**config.mk**
```make
export PLATFORM = sky130hd
export DESIGN_NAME = fifo_push_arbiter_flat
export DESIGN_NICKNAME = d
export VERILOG_FILES = /design/src/rtl/fifo_push_arbiter_if.sv /design/src/rtl/fifo_push_arbiter.sv /design/src/flat_wrapper.sv
export SDC_FILE = /design/constraint.sdc
export NUM_CORES = 1
export LEC_CHECK = 0
export ABC_CLOCK_PERIOD_IN_PS = 2300
export CAP_MARGIN = 30
export CORE_MARGIN = 3
export CORE_UTILIZATION = 43
export CTS_CLUSTER_SIZE = 12
export DETAILED_ROUTE_END_ITERATION = 16
export MAX_ROUTING_LAYER = met4
export PLACE_DENSITY = 0.77
export SLEW_MARGIN = 10
export SYNTH_ARGS = -nofsm -noshare
export SYNTH_HDL_FRONTEND = slang
export SYNTH_SLANG_ARGS = --single-unit
```
**constraint.sdc**
```tcl
create_clock -name clk -period 2.3 [get_ports clk]
set_clock_uncertainty 0.1 [all_clocks]
set_input_delay 0.23 -clock clk [delete_from_list [all_inputs] [get_ports clk]]
set_output_delay 0.23 -clock clk [all_outputs]
set_load 0.02 [all_outputs]
```
**src/rtl/fifo_push_arbiter_if.sv**
```systemverilog
// fifo_push_arbiter_if
//   Bundles the requester side and FiFo push side of the push arbiter.
//   master : arbiter view (consumes requests/full, drives grant/push/data/status)
//   slave  : environment view (drives requests, data and full, observes the rest)
//   Signals:
//     io_req       [N]    per-requester push request
//     io_din       [N*W]  packed requester data, lane i at [i*W +: W]
//     io_fifo_full        FiFo full flag
//     io_grant     [N]    one-hot grant, bit i = lane i pushed this cycle
//     io_fifo_push        FiFo push strobe
//     io_fifo_din  [W]    FiFo write data
//     io_owner     [IW]   current burst owner (registered)
//     io_locked           burst held (registered)
interface fifo_push_arbiter_if #(
    parameter int N = 4,
    parameter int W = 2
);
    localparam int IW = (N > 1) ? $clog2(N) : 1;

    logic [N-1:0]   io_req;
    logic [N*W-1:0] io_din;
    logic           io_fifo_full;
    logic [N-1:0]   io_grant;
    logic           io_fifo_push;
    logic [W-1:0]   io_fifo_din;
    logic [IW-1:0]  io_owner;
    logic           io_locked;

    modport master (
        input  io_req, io_din, io_fifo_full,
        output io_grant, io_fifo_push, io_fifo_din, io_owner, io_locked
    );

    modport slave (
        output io_req, io_din, io_fifo_full,
        input  io_grant, io_fifo_push, io_fifo_din, io_owner, io_locked
    );
endinterface

```
**src/rtl/fifo_push_arbiter.sv**
```systemverilog
// fifo_push_arbiter
//   Round-robin arbiter sharing one FiFo push port among N requesters.
//   A winner keeps the port for up to MAX_BURST consecutive pushes, stalls
//   (without losing ownership) while the FiFo is full, and gives the port up
//   after the burst limit or one cycle after it drops its request.
//   Ports:
//     clk    rising-edge clock
//     reset  asynchronous active-high reset
//     bus    fifo_push_arbiter_if.master (requests, data, full in;
//            grant, push, data, owner, locked out)
//   Grant/push/data are combinational from the inputs and registered state.
module fifo_push_arbiter #(
    parameter int N         = 4,
    parameter int W         = 2,
    parameter int MAX_BURST = 4
) (
    input  logic                 clk,
    input  logic                 reset,
    fifo_push_arbiter_if.master  bus
);
    localparam int IW = (N > 1) ? $clog2(N) : 1;
    localparam int CW = $clog2(MAX_BURST + 1);

    typedef enum logic {IDLE, LOCKED} state_t;

    state_t          state_reg, state_next;
    logic [IW-1:0]   owner_reg, owner_next;
    logic [IW-1:0]   last_reg,  last_next;
    logic [CW-1:0]   cnt_reg,   cnt_next;

    logic            win_found;
    logic [IW-1:0]   win_idx;
    logic            grant_valid;
    logic [IW-1:0]   grant_idx;
    logic [W-1:0]    lane [N];

    // Unpack data lanes and decode the one-hot grant.
    generate
        for (genvar gi = 0; gi < N; gi++) begin : g_lane
            assign lane[gi]         = bus.io_din[gi*W +: W];
            assign bus.io_grant[gi] = grant_valid && (grant_idx == IW'(gi));
        end
    endgenerate

    // Round-robin scan starting just after the last owner. Iterating from the
    // farthest candidate down lets the nearest requester overwrite the result.
    always_comb begin
        int            idx;
        logic [IW-1:0] cand;
        win_found = 1'b0;
        win_idx   = '0;
        idx       = 0;
        cand      = '0;
        for (int k = N; k >= 1; k--) begin
            idx = int'(last_reg) + k;
            if (idx >= N) begin
                idx = idx - N;
            end
            cand = IW'(idx);
            if (bus.io_req[cand]) begin
                win_found = 1'b1;
                win_idx   = cand;
            end
        end
    end

    always_ff @(posedge clk or posedge reset) begin
        if (reset) begin
            state_reg <= IDLE;
            owner_reg <= '0;
            last_reg  <= IW'(N - 1);
            cnt_reg   <= '0;
        end else begin
            state_reg <= state_next;
            owner_reg <= owner_next;
            last_reg  <= last_next;
            cnt_reg   <= cnt_next;
        end
    end

    always_comb begin
        state_next  = state_reg;
        owner_next  = owner_reg;
        last_next   = last_reg;
        cnt_next    = cnt_reg;
        grant_valid = 1'b0;
        grant_idx   = owner_reg;
        unique case (state_reg)
            IDLE: begin
                if (win_found && !bus.io_fifo_full) begin
                    grant_valid = 1'b1;
                    grant_idx   = win_idx;
                    owner_next  = win_idx;
                    cnt_next    = CW'(1);
                    // A single-push burst is complete immediately.
                    if (MAX_BURST == 1) begin
                        last_next = win_idx;
                    end else begin
                        state_next = LOCKED;
                    end
                end
            end
            LOCKED: begin
                if (bus.io_req[owner_reg]) begin
                    // Full stalls the owner without releasing the lock.
                    if (!bus.io_fifo_full) begin
                        grant_valid = 1'b1;
                        if ((cnt_reg + CW'(1)) == CW'(MAX_BURST)) begin
                            state_next = IDLE;
                            last_next  = owner_reg;
                            cnt_next   = '0;
                        end else begin
                            cnt_next = cnt_reg + CW'(1);
                        end
                    end
                end else begin
                    // Owner dropped: spend this cycle as a bubble, then rotate.
                    state_next = IDLE;
                    last_next  = owner_reg;
                    cnt_next   = '0;
                end
            end
            default: begin
                state_next = IDLE;
            end
        endcase
        // The registers clear asynchronously; suppress the combinational grant
        // in the same instant so nothing is pushed while reset is high.
        if (reset) begin
            grant_valid = 1'b0;
        end
    end

    assign bus.io_fifo_push = grant_valid;
    assign bus.io_fifo_din  = grant_valid ? lane[grant_idx] : '0;
    assign bus.io_owner     = owner_reg;
    assign bus.io_locked    = (state_reg == LOCKED);
endmodule
```
**src/flat_wrapper.sv**
```systemverilog
// flat-port wrapper written by rule: the top's interface ports become plain ports
module fifo_push_arbiter_flat 
#(
    parameter int N         = 4,
    parameter int W         = 2,
    parameter int MAX_BURST = 4
)
  (clk, reset, bus_io_req, bus_io_din, bus_io_fifo_full, bus_io_grant, bus_io_fifo_push, bus_io_fifo_din, bus_io_owner, bus_io_locked);
  fifo_push_arbiter_if #(.N(N), .W(W)) bus_i ();
  input  logic clk;
  input  logic reset;
  input wire logic [$bits(bus_i.io_req)-1:0] bus_io_req;
  input wire logic [$bits(bus_i.io_din)-1:0] bus_io_din;
  input wire logic [$bits(bus_i.io_fifo_full)-1:0] bus_io_fifo_full;
  output wire logic [$bits(bus_i.io_grant)-1:0] bus_io_grant;
  output wire logic [$bits(bus_i.io_fifo_push)-1:0] bus_io_fifo_push;
  output wire logic [$bits(bus_i.io_fifo_din)-1:0] bus_io_fifo_din;
  output wire logic [$bits(bus_i.io_owner)-1:0] bus_io_owner;
  output wire logic [$bits(bus_i.io_locked)-1:0] bus_io_locked;
  assign bus_i.io_req = bus_io_req;
  assign bus_i.io_din = bus_io_din;
  assign bus_i.io_fifo_full = bus_io_fifo_full;
  assign bus_io_grant = bus_i.io_grant;
  assign bus_io_fifo_push = bus_i.io_fifo_push;
  assign bus_io_fifo_din = bus_i.io_fifo_din;
  assign bus_io_owner = bus_i.io_owner;
  assign bus_io_locked = bus_i.io_locked;
  fifo_push_arbiter #(.N(N), .W(W), .MAX_BURST(MAX_BURST)) u_core (.clk(clk), .reset(reset), .bus(bus_i));
endmodule
```
==> results of run 1 <==
==> final timing paths <==
path,to,slack (ps),cells after the start
worst max-delay path,bus_io_fifo_din[1],10,7
worst min-delay path,u_core.cnt_reg[0],160,2
worst max register to register,u_core.last_reg[1],460,5
worst min register to register,u_core.cnt_reg[2],510,2
max in group asynchronous,u_core.last_reg[1],1660,2
min in group clk,u_core.cnt_reg[2],510,2
==> synthesized netlist by cell type, drive strengths merged (2+ instances only) <==
cell type  instances
a211oi             4
a21oi              8
and2               4
and2b              3
dfrtp              6
dfstp              2
ha                 2
inv                3
mux2               2
nand2              6
nand2b             5
nand3              6
nor2               7
nor2b              2
o21ai              2
o22ai              2
==> power groups by stage <==
stage	registers [W]	logic, W	clock network (W)
floorplan	0.000304	0.000395	0
global placement	0.000275	0.000767	0
detailed placement	0.000280	0.000785	0
CTS	0.000283	0.000832	0.000123
global route	0.000299	0.000944	0.000135
finish	0.000290	0.000872	0.000122
==> cell type report <==
type | instances | area, µm²
Fill cell | 83 | 215
Clock buffer | 4 | 26.3
Sequential cell | 8 | 203
Tap cell | 15 | 18.8
Multi-Input combinational cell | 70 | 528
Inverter | 3 | 11.3
Timing Repair Buffer | 49 | 413
==> kinds of logic after synthesis <==
kind of cell / Yosys count
AO/OA/AOI/OAI: 21
XOR/XNOR: 1
adder cells (fa/ha/maj): 2
buffers and inverters: 4
flip-flops: 8
multiplexers: 4
AND/OR/NAND/NOR: 42
==> metrics by stage <==
stage | instance area, µm² | cells | setup TNS, ps | util (%)
2_1_floorplan | 709 | 82 | 0 | -
3_3_place_gp | 1130 | 142 | -3070 | 79.8
3_5_place_dp | 1130 | 142 | -3380 | 79.8
4_1_cts | 1190 | 149 | 0 | 84.3
5_1_grt | 1200 | 149 | -156 | 84.8
6_report | 1200 | 149 | 0 | 84.8
==> timing repair <==
action | 4_1_cts | 5_1_grt
pin swaps | 6 | 5
endpoints found under the setup margin | 7 | 6
buffers inserted | 3 | 0
gates resized for setup | 31 | 8
cloned | 0 | 0
==> routing by layer <==
| layer | part of all wire [%] | global-route usage, % | vias up |
|---|---|---|---|
| li1 | - | - | 407 |
| met1 | 41 | 30.8 | 396 |
| met2 | 51 | 44.0 | 34 |
| met3 | 7.5 | 7.42 | 0 |
| met4 | 0 | 3.41 | 0 |
| met5 | 0 | - | - |
==> worst max-delay path, cell delays in order <==
cell,delay [ps]
dlygate4sd2_1,240
or4_4,540
a21oi_4,210
and2b_1,210
a211oi_2,250
o22ai_1,110
buf_4,160
==> out/results.ini, run 1 <==
[finish]
largest_register_ffs = 3
n_antenna_cell = 0
layout_commonest_cell = buf_4
final_nets = 152
final_cell_mix = buf_4, clkdlybuf4s50_1, a21oi_1
syn_to_final_growth_pct = 70.3
drive_gt1_share_pct = 38.1

[global_route]
grt_pass1_wl_um = 3800
antenna_found_initial = 0
grtUsageTotal_pct = 25.9
grt_pass1_vias = 855
grt_max_degree = 10
overflow = 0

[yosys]
synth.mux.area_fraction_pct = 8.35
syn_inst = 82
synth_cell_types = 37
synth_simple_gate_area_share_pct = 34.3
synthArstFlopShare_pct = 100
ys_seq_elements = 8
seq_area_frac_synth_pct = 28.8
synth_top_family_by_area = simple AND/OR/NAND/NOR gates
yosysTopAreaCellShare_pct = 21.3
synth_area_per_cell_um2 = 8.59
synth_xor_area_share_pct = 1.24
synth_largest_area_cell = dfrtp_1
synth_compound_area_share_pct = 21.7
synth_area_um2 = 704
synth_warnings = 0
ys.flop_type = dfrtp_1
synth-edff-count = 0
synthAdderAreaFrac_pct = 3.55
syn_nets = 99
synth_area_leaders = dfrtp_1, dfstp_2, a21oi_1, nand2b_1, nand3_1

[timing]
fmax_mhz = 437
rsz0062_at_grt = yes
fin_hold_ws_ps = 156
period_minus_slack_ps = 2290
setup_viol = 0
fin_crit_sh_pct = 99.6
finalHoldViolCount = 0
slew_headroom_pct = 79.5
maxSlewViolCount = 0
timing.final.ws_setup_ps = 9.69
tightest_slew_ps = 307

[setup_path]
worstPathRequired_ps = 1970
critical_path_class = in2out
r2r-start = u_core.bus.io_owner[0]
end_kind = output port
cp-start-kind = primary input
arrival_ps = 1960
worstSetupStartpoint = bus_io_req[3]
crit_fanout = 6

[floorplan]
num_rows = 13
die_w_um = 46.5
die_area_mm2 = 0.00216
start_util_pct = 49.8
ioPinCount = 25
core-area_mm2 = 0.00142
die_y_um = 46.5

[clock_tree]
clockBufferDepth = 2
path_clk_slew_ps = 60
insertion_delay_ps = 260
htree_levels = 1
cts_hold_buf = 0
cts_tree = built
cts_buffers = 3
cts.sinks = 8
cts_root_buffer = clkbuf_4

[detailed_routing]
routedWlPerCell_um = 15.5
wl_um = 2310
via_count = 837
first_iter_violations = 20
viasPerCell = 5.62
drc_errors = 0
first_pass_iters = 4
ant_nets = 0

[placed_design]
hpwl_um = 1570
io_buffers = 24
routabilityCongestion = 0.837
place_ws_ps = -633

[pwr]
p_seq_share_pct = 22.6
leakage_nw = 0.554
ir_drop_v = 0.000874
total_power_w = 0.00128
netSwitchingPower_w = 0.000530
intPower_w = 0.000754
comb_power_share_pct = 67.9
p_clk_share_pct = 9.5
power_density_mw_per_mm2 = 1070
switching_share_pct = 41.3

[min_path]
min_path_type = in2async

[run_status]
status = completed

[run]
cap_viol_max_count = 0

No activity file was read; power rests on OpenSTA's default activity.
==> inputs of run 2 (changes only) <==
--- a/config.mk
+++ b/config.mk
@@ -11,8 +11,9 @@
 export CORE_UTILIZATION = 43
 export CTS_CLUSTER_SIZE = 12
 export DETAILED_ROUTE_END_ITERATION = 16
+export GPL_ROUTABILITY_DRIVEN = 0
 export MAX_ROUTING_LAYER = met4
-export PLACE_DENSITY = 0.77
+export PLACE_DENSITY = 0.78
 export SLEW_MARGIN = 10
 export SYNTH_ARGS = -nofsm -noshare
 export SYNTH_HDL_FRONTEND = slang
==> run 2 against run 1 <==
Effect of this change:
- critical path depth down 2
- largest cell class unchanged
- flip-flop and latch count unchanged
- die area unchanged
- cell count down 0.67%
- largest power group unchanged
- via count down 0.72%
- combinational power up 0.9%
- worst setup slack better by 66 ps
- maximum frequency up 3.0%
- clock power up 3%
- non-clock buffer count down 1
==> out/results.ini, run 2 (synthesis gave the netlist of run 1 again) <==
[run_status]
status = completed

[finish]
syn_to_final_growth_pct = 71.6
largest_register_ffs = 3
fin_cells = 148
layout_commonest_cell = buf_4
n_antenna_cell = 0
final_nets = 151
drive_gt1_share_pct = 40.6
final_cell_mix = buf_4, clkdlybuf4s50_1

[placed_design]
place_ws_ps = -573
io_buffers = 24
dpl.cell_count = 144
hpwl_um = 1780

[setup_path]
worstPathRequired_ps = 1970
critical_path_class = reg2out
crit_fanout = 3
cp_slowest_cell = mux4_2
crit_buf_inv = 2
cp_top_family = multiplexers
slowest_delay_ps = 570
crit_path_cell_trace = mux4_2 > nor2b_4 > nor3_4 > buf_4 > dlygate4sd2_1
rrSetupSlack_ps = 480
arrival_ps = 1890
cp-start-kind = flop
end_kind = output port

[clock_tree]
insertion_delay_ps = 270
path_clk_slew_ps = 60
cts_root_buffer = clkbuf_4
cts_buffers = 3
cts_tree = built
cts_hold_buf = 0
htree_levels = 1
cts.sinks = 8
clockBufferDepth = 2

[global_route]
grt_pass1_vias = 859
grt_pass1_wl_um = 3660
overflow = 0
grtUsageTotal_pct = 24.8
antenna_found_initial = 0
grt_max_degree = 10

[detailed_routing]
wl_um = 2240
first_iter_violations = 26
viasPerCell = 5.61
routedWlPerCell_um = 15.1
drc_errors = 0
via_count = 831
first_pass_iters = 4
ant_nets = 0

[pwr]
ir_drop_v = 0.000961
p_seq_share_pct = 21.8
comb_power_share_pct = 68.4
leakage_nw = 0.557
netSwitchingPower_w = 0.000526
power_density_mw_per_mm2 = 1060
intPower_w = 0.000760
switching_share_pct = 40.9
p_clk_share_pct = 9.8

[timing]
fin_crit_sh_pct = 96.7
period_minus_slack_ps = 2220
tightest_slew_ps = 320
maxSlewViolCount = 0
timing.final.ws_setup_ps = 76.1
slew_headroom_pct = 78.7
fmax_mhz = 450
finalHoldViolCount = 0
setup_viol = 0

[min_path]
min_path_type = in2async

[floorplan]
die_y_um = 46.5
ioPinCount = 25
core-area_mm2 = 0.00142
num_rows = 13
start_util_pct = 49.8
die_area_mm2 = 0.00216
die_w_um = 46.5

[run]
cap_viol_max_count = 0

-- run 2: final timing paths --
check                                  startpoint                   end  depth (start not counted)
min in group clk                    bus_io_req[3]  u_core.bus.io_locked                          5
max in group asynchronous                   reset    u_core.last_reg[0]                          2
min                                         reset  u_core.bus.io_locked                          2
max reg2reg                u_core.bus.io_owner[0]    u_core.last_reg[0]                          5
min reg2reg                     u_core.cnt_reg[2]     u_core.cnt_reg[2]                          2
max                        u_core.bus.io_owner[0]      bus_io_fifo_push                          5
-- run 2: what timing repair did --
action | 4_1_cts | 5_1_grt
setup buffers | 1 | 0
gates resized for setup | 28 | 16
endpoints found under the setup margin | 7 | 6
pin swaps | 5 | 5
-- run 2: cell type report --
cell class / instances / area (µm²)
tap: 15 / 18.8
timing repair buffer: 48 / 395
inverter: 3 / 11.3
sequential: 8 / 203
clock buffer: 4 / 26.3
multi-input combinational: 70 / 554
fill: 77 / 206
-- run 2: worst reg2reg max path, stage by stage (launching register included) --
cell and delay [ps]:
dfrtp_1 380, mux4_2 570, buf_4 170, o21ai_0 90, nand2_1 150, mux2_2 300
-- run 2: power by group through the flow --
stage                     logic (W)  clock network, W  registers, W
after CTS                  0.000827          0.000127      0.000279
after global placement     0.000782                 0      0.000274
after global routing       0.000951          0.000137      0.000291
final                      0.000880          0.000126      0.000281
after floorplan            0.000395                 0      0.000304
after detailed placement   0.000808                 0      0.000281
-- run 2: per-layer routing --
layer	GRT usage, %	share of wire [%]	vias up
met5	-	0	-
met1	27.7	42	394
li1	-	-	400
met4	7.39	1.2	0
met2	42.9	51	33
met3	6.25	6.4	4
-- run 2: through the flow --
stage               hold WS [ps]  instance area (µm²)  utilization, %  total power, W  setup TNS [ps]
global route                 234                 1210            85.4         0.00138           -14.9
detailed placement           455                 1140            80.9         0.00109           -3200
global placement             440                 1140            80.9         0.00106           -3060
CTS                          171                 1180            83.5         0.00123               0
floorplan                  -55.8                  709               -        0.000700               0
finish                       205                 1210            85.4         0.00129               0
==> inputs of run 3 (changes only) <==
==> constraint.sdc (replaced) <==
create_clock -name clk -period 2.3 [get_ports clk]
set_clock_uncertainty 0.1 [all_clocks]
set_input_delay 0.23 -clock clk [delete_from_list [all_inputs] [get_ports clk]]
set_output_delay 0.23 -clock clk [all_outputs]
set_load 0.05 [all_outputs]
==> run 3 against run 2 <==
Effect of this change:
- the run now fails in 5_1_grt
- synthesized area did not move
- synthesized cell count did not move
==> out/results.ini, run 3 <==
[yosys]
ys_seq_elements = 8
synth_largest_area_cell = dfrtp_1
synthTopCellsByCount = a21oi_1, dfrtp_1, nand2_1, nand3_1, nor2_1
seq_area_frac_synth_pct = 28.8
yosysMostFrequentCell = a21oi_1
synthArstFlopShare_pct = 100
yosysTopAreaCellShare_pct = 21.3
synth_compound_area_share_pct = 21.7
synth.mux.area_fraction_pct = 8.35
ys.flop_type = dfrtp_1
synth_cell_types = 37
synth_top_family_by_area = simple AND/OR/NAND/NOR gates
synth-edff-count = 0
synth_warnings = 0
syn_nets = 99
synth_area_per_cell_um2 = 8.59
synth_xor_area_share_pct = 1.24
synth_area_leaders = dfrtp_1, dfstp_2, a21oi_1, nand2b_1, nand3_1
synth_simple_gate_area_share_pct = 34.3
synthAdderAreaFrac_pct = 3.55
synth_area_um2 = 704
syn_inst = 82

[floorplan]
die_w_um = 46.5
die_y_um = 46.5
start_util_pct = 49.8
num_rows = 13
ioPinCount = 25

[run_status]
status = did not finish
stop_stage = 5_1_grt
error = [ERROR DPL-0033] detailed placement checks failed during check placement.

[placed_design]
hpwl_um = 1810
io_buffers = 24
place_ws_ps = -378

[global_route]
grt_max_degree = 11
antenna_found_initial = 0

[clock_tree]
cts_buffers = 3
cts_root_buffer = clkbuf_4
clockBufferDepth = 2
cts.sinks = 8
htree_levels = 1

[timing]
grt-worst-endpoint = bus_io_fifo_din[1]
worst-ep-kind = primary output

run 3: cell counts after synthesis:
No cell type changed its count.
run 3: cell families after synthesis:
family / Yosys count
xor+xnor: 1
fa+ha+maj: 2
simple gates: 42
mux: 4
compound gates: 21
buf+inv: 4
flops: 8
run 3: metrics by stage:
step                      area, µm²  hold slack (ps)  util [%]  TNS [ps]  cells
after floorplan                 791            -56.0         -      -951     82
after global placement         1220              441      86.3     -1260    139
after detailed placement       1220              457      86.3     -1500    139
after CTS                      1320              234      92.9    -0.454    145
run 3: what timing repair did:
| item | CTS |
|---|---|
| buffers inserted | 3 |
| hold endpoints to repair | 0 |
| hold buffers | 0 |
| endpoints found under the setup margin | 7 |
| pin swaps | 10 |
| gates resized for setup | 21 |
==> inputs of run 4 (changes only) <==
--- a/config.mk
+++ b/config.mk
@@ -7,13 +7,11 @@
 export LEC_CHECK = 0
 export ABC_CLOCK_PERIOD_IN_PS = 2300
 export CAP_MARGIN = 30
-export CORE_MARGIN = 3
-export CORE_UTILIZATION = 43
-export CTS_CLUSTER_SIZE = 12
+export CORE_AREA = 3 3 64 66
 export DETAILED_ROUTE_END_ITERATION = 16
+export DIE_AREA = 0 0 67 69
 export GPL_ROUTABILITY_DRIVEN = 0
-export MAX_ROUTING_LAYER = met4
-export PLACE_DENSITY = 0.78
+export PLACE_DENSITY_LB_ADDON = 0.15
 export SLEW_MARGIN = 10
 export SYNTH_ARGS = -nofsm -noshare
 export SYNTH_HDL_FRONTEND = slang
==> run 4 against run 3 <==
Effect of this change:
- the flow now finishes without violations
==> out/results.ini, run 4 (synthesis gave the netlist of run 1 again) <==
[run_status]
status = completed

[setup_path]
cp_slowest_cell = dfrtp_2
cp-start-kind = flop
arrival_ps = 1870
slowest_delay_ps = 410
crit_path_cell_trace = mux4_2 > nor2b_2 > nor3_4 > nand2_4 > buf_6 > nor2_4 > buf_12
worstPathRequired_ps = 1970
critical_path_class = reg2out
end_kind = output port
crit_fanout = 3

[finish]
regArea_um2 = 206
fin_cells = 186
final_cell_mix = buf_4, clkdlybuf4s50_1, a21oi_1, nand3_1
syn_to_final_growth_pct = 103
multi_input_area_um2 = 622
n_fill_cell = 390
final_nets = 156
layout_commonest_cell = buf_4
largest_register_ffs = 3
drive_gt1_share_pct = 52.2
finalCoreUtilization_pct = 39.4
n_antenna_cell = 0

[clock_tree]
insertion_delay_ps = 230
htree_levels = 1
path_clk_slew_ps = 50
cts_root_buffer = clkbuf_8
clockBufferDepth = 2
cts.sinks = 8
cts_buffers = 3
cts_tree = built

[timing]
timing.final.ws_setup_ps = 102
setup_viol = 0
finalSetupTns_ps = 0
fmax_mhz = 455
tightest_slew_ps = 495
maxSlewViolCount = 0
finalHoldViolCount = 0
fin_crit_sh_pct = 95.6
period_minus_slack_ps = 2200
slew_headroom_pct = 66.9
rsz0062_at_grt = yes

[placed_design]
place_ws_ps = -342
dpl.cell_count = 172
io_buffers = 24
hpwl_um = 1730

[global_route]
top_usage_layer = met2
grt_max_degree = 11
gr-usage-met1_pct = 14.9
antenna_found_initial = 0
grt_pass1_wl_um = 3880
use_met2_pct = 15.9
met3_usage_pct = 1.95
grtUsageTotal_pct = 10.6
grt_pass1_vias = 845
overflow = 0

[pwr]
leakage_nw = 0.608
ir_drop_v = 0.000471
power_density_mw_per_mm2 = 1140

[detailed_routing]
routedWlPerCell_um = 12.3
ant_nets = 0
wl_um = 2280
viasPerCell = 4.41
first_pass_iters = 4
via_count = 820
first_iter_violations = 32
drc_errors = 0

[floorplan]
die_w_um = 67
ioPinCount = 25
core-area_mm2 = 0.00363
die_y_um = 69
start_util_pct = 19.4
die_area_mm2 = 0.00462
num_rows = 22

[min_path]
min_path_type = in2async

[run]
cap_viol_max_count = 0

run 4: report_power, final:
part,total (W),internal (W),switching (W)
Sequential,0.000309,0.000226,0.0000824
Clock,0.000175,0.000120,0.0000548
Combinational,0.00114,0.000569,0.000573
Total,0.00163,0.000915,0.000710
run 4: worst max-delay path: cells and delay by family, from the launching register on:
kind,cells,cell delay [ps]
muxes,1,370
buffers and inverters,2,290
and+or+nand+nor,4,560
DFF,1,410
run 4: area by class of cell:
| class | count | share of cell area (%) |
|---|---|---|
| clock buffer | 4 | 3.15 |
| inverter | 3 | 0.787 |
| multi-input combinational | 71 | 43.5 |
| sequential | 8 | 14.4 |
| tap | 48 | 4.20 |
| timing repair buffer | 52 | 33.9 |
run 4: per-layer routing:
| layer | routed length (µm) | up-vias |
|---|---|---|
| met2 | 1110 | 18 |
| met5 | 0 | - |
| met1 | 1060 | 382 |
| met4 | 27 | 0 |
| met3 | 88 | 2 |
| li1 | - | 418 |
run 4: final timing paths:
| kind | start | to | slack [ps] | cells after the start |
|---|---|---|---|---|
| worst max-delay path | u_core.bus.io_owner[0] | bus_io_grant[2] | 100 | 7 |
| min in group clk | u_core.bus.io_owner[1] | u_core.last_reg[1] | 470 | 1 |
| worst min-delay path | reset | u_core.cnt_reg[1] | 240 | 2 |
| worst max register to register | u_core.bus.io_owner[0] | u_core.cnt_reg[1] | 450 | 5 |
| max in group asynchronous | reset | u_core.last_reg[0] | 1570 | 2 |
| worst min register to register | u_core.bus.io_owner[1] | u_core.last_reg[1] | 470 | 1 |
run 4: through the flow:
stage | instance area [µm²] | total power [W] | hold slack (ps)
after floorplan | 791 | 0.000919 | -56.0
after global placement | 1260 | 0.00129 | 448
after detailed placement | 1260 | 0.00129 | 451
after CTS | 1390 | 0.00157 | 257
after global routing | 1430 | 0.00173 | 288
final | 1430 | 0.00163 | 237
run 4: repair_timing:
action,in CTS,in global routing
gates resized for setup,18,8
endpoints found under the hold margin,0,0
hold buffers,0,0
endpoints found under the setup margin,6,4
pin swaps,7,4
gates cloned,1,0
buffers inserted,3,6
==> edit, RTL diff (settings of run 1) <==
`N` is set to 4 in 3 places; all go to 2.
--- a/src/rtl/fifo_push_arbiter_if.sv
+++ b/src/rtl/fifo_push_arbiter_if.sv
@@ -12,7 +12,7 @@
 //     io_owner     [IW]   current burst owner (registered)
 //     io_locked           burst held (registered)
 interface fifo_push_arbiter_if #(
-    parameter int N = 4,
+    parameter int N = 2,
     parameter int W = 2
 );
     localparam int IW = (N > 1) ? $clog2(N) : 1;
--- a/src/rtl/fifo_push_arbiter.sv
+++ b/src/rtl/fifo_push_arbiter.sv
@@ -10,7 +10,7 @@
 //            grant, push, data, owner, locked out)
 //   Grant/push/data are combinational from the inputs and registered state.
 module fifo_push_arbiter #(
-    parameter int N         = 4,
+    parameter int N         = 2,
     parameter int W         = 2,
     parameter int MAX_BURST = 4
 ) (
--- a/src/flat_wrapper.sv
+++ b/src/flat_wrapper.sv
@@ -1,7 +1,7 @@
 // flat-port wrapper written by rule: the top's interface ports become plain ports
 module fifo_push_arbiter_flat 
 #(
-    parameter int N         = 4,
+    parameter int N         = 2,
     parameter int W         = 2,
     parameter int MAX_BURST = 4
 )
Ports: changed (resized bus_io_din, bus_io_grant, bus_io_owner and bus_io_req); port bits go from 25 to 16. The function was not compared with the original's and may differ.
==> edit against run 1 <==
Die area shrank 25%; sequential cell count fell by 2; synthesized area is 28% lower; routed wire length decreased by 52%; worst setup slack better by 140 ps; combinational power decreased by 60%; design area is 39% lower; critical path depth decreased by 2; total power decreased by 48%; clock power down 16%; global-route usage fell by 5.9 points.
==> edit: results (changes against run 1) <==
| Metric | Value |
|---|---|
| Crit path max fanout | 4 (was 6) |
| Arrival time at the worst endpoint | 1820 ps (was 1960 ps) |
| First-pass GRT wire length | 1994 um (was 3801 um) |
| Part of the Yosys area used for sequential elements | 30.02% (was 28.77%) |
| Layout fillers | 87 (was 83) |
| Clock Latency Late Sink | 240 ps (was 260 ps) |
| Lkg Pwr | 0.3303 nW (was 0.5544 nW) |
| Grt met1 use | 25.76% (was 30.81%) |
| 1st-iter DRT viols | 9 (was 20) |
| Total GRT Usage | 19.93% (was 25.86%) |
| Status | complete, no violations (unchanged) |
| Inverter count | 5 (was 3) |
| Met2 WL | 521 um (was 1178 um) |
| Cell area after placement | 699.4 sq um (was 0.001130 sq mm) |
| Top layer in use | met4 (was met3) |
| Dpl ws | -129.7 ps (was -632.5 ps) |
| RR Endpoint | u_core.last_reg (was u_core.last_reg[1]) |
| Wl on met1 | 551 um (was 959 um) |
| Synth Instances | 51 (was 82) |
| Worst hold slack | 156.1 ps (about the same) |
| Non-clock buffering overhead | 27.54% (was 34.41%) |
| Worst reg2reg setup slack | 700 ps (was 460 ps) |
| Vias in the first global route | 458 (was 855) |
| Vias post-DR | 487 (was 837) |
| Signal buffers | 22 (was 49) |
| Clock buf/inv share | 3.614% (was 2.190%) |
| Layout cells sized above 1 | 22.97% (was 38.06%) |
| Post-DP HPWL | 913 um (was 1566 um) |
| Ys flop type | dfrtp_1 (unchanged) |
| Depth of the most critical reg-to-reg path | 4 (was 5) |
| Max_slew headroom | 76.48% (was 79.50%) |
| M3 GR Usage | 6.667% (was 7.422%) |
| Crit path max-delay family | buffers and inverters (was simple AND/OR/NAND/NOR gates) |
| Sequential cell area share | 20.83% (was 16.89%) |
| Met2 Usage GRT | 27.49% (was 43.96%) |
| Post-CTS sizing | 4 (was 31) |
| Slowest stage cell, crit path | clkdlybuf4s50_1 (was or4_4) |
| DR WL/cell | 12.85 um (was 15.52 um) |
| Final GP Congestion | 0.6594 (was 0.8370) |
| Postcts setup bufs | 0 (was 3) |
| Final Non-Filler Cells | 87 (was 149) |
| Seq cells post-synth | 6 (was 8) |
| Crit path from | bus_io_req[1] (was bus_io_req[3]) |
| Sw frac | 39.80% (was 41.27%) |
| Peak supply drop | 0.5677 mV (was 0.8735 mV) |
| IO buf count | 15 (was 24) |
| Unique masters post-synth | 33 (was 37) |
| Final period util | 93.29% (was 99.58%) |
| Comb_multi_in | 37 (was 70) |
| Multi-input gate share of total cell area | 43.20% (was 44.00%) |
==> edit: cell types whose count changed in the layout (fill, tap and decap cells not counted), moves of 5 or more <==
cell / run 1 / this run
buf_4: 23 / 7
nand3_1: 6 / 0
nand2_1: 6 / 1
o221ai_1: 0 / 5
a21oi_1: 7 / 0
==> edit: power groups by stage <==
stage | clock, mW | sequential (mW) | combinational (mW)
3_3_place_gp | 0 | 0.214 | 0.351
5_1_grt | 0.119 | 0.223 | 0.389
3_5_place_dp | 0 | 0.213 | 0.359
4_1_cts | 0.107 | 0.212 | 0.354
2_1_floorplan | 0 | 0.202 | 0.254
6_report | 0.102 | 0.213 | 0.353
==> edit: cells by family after synthesis <==
logic type,after synthesis,share of synthesized area [%]
compound gates,19,32.51
xor+xnor,1,1.737
fa+ha+maj,2,4.962
buf+inv,8,8.435
flops,6,30.03
mux,3,7.195
simple gates,12,15.14
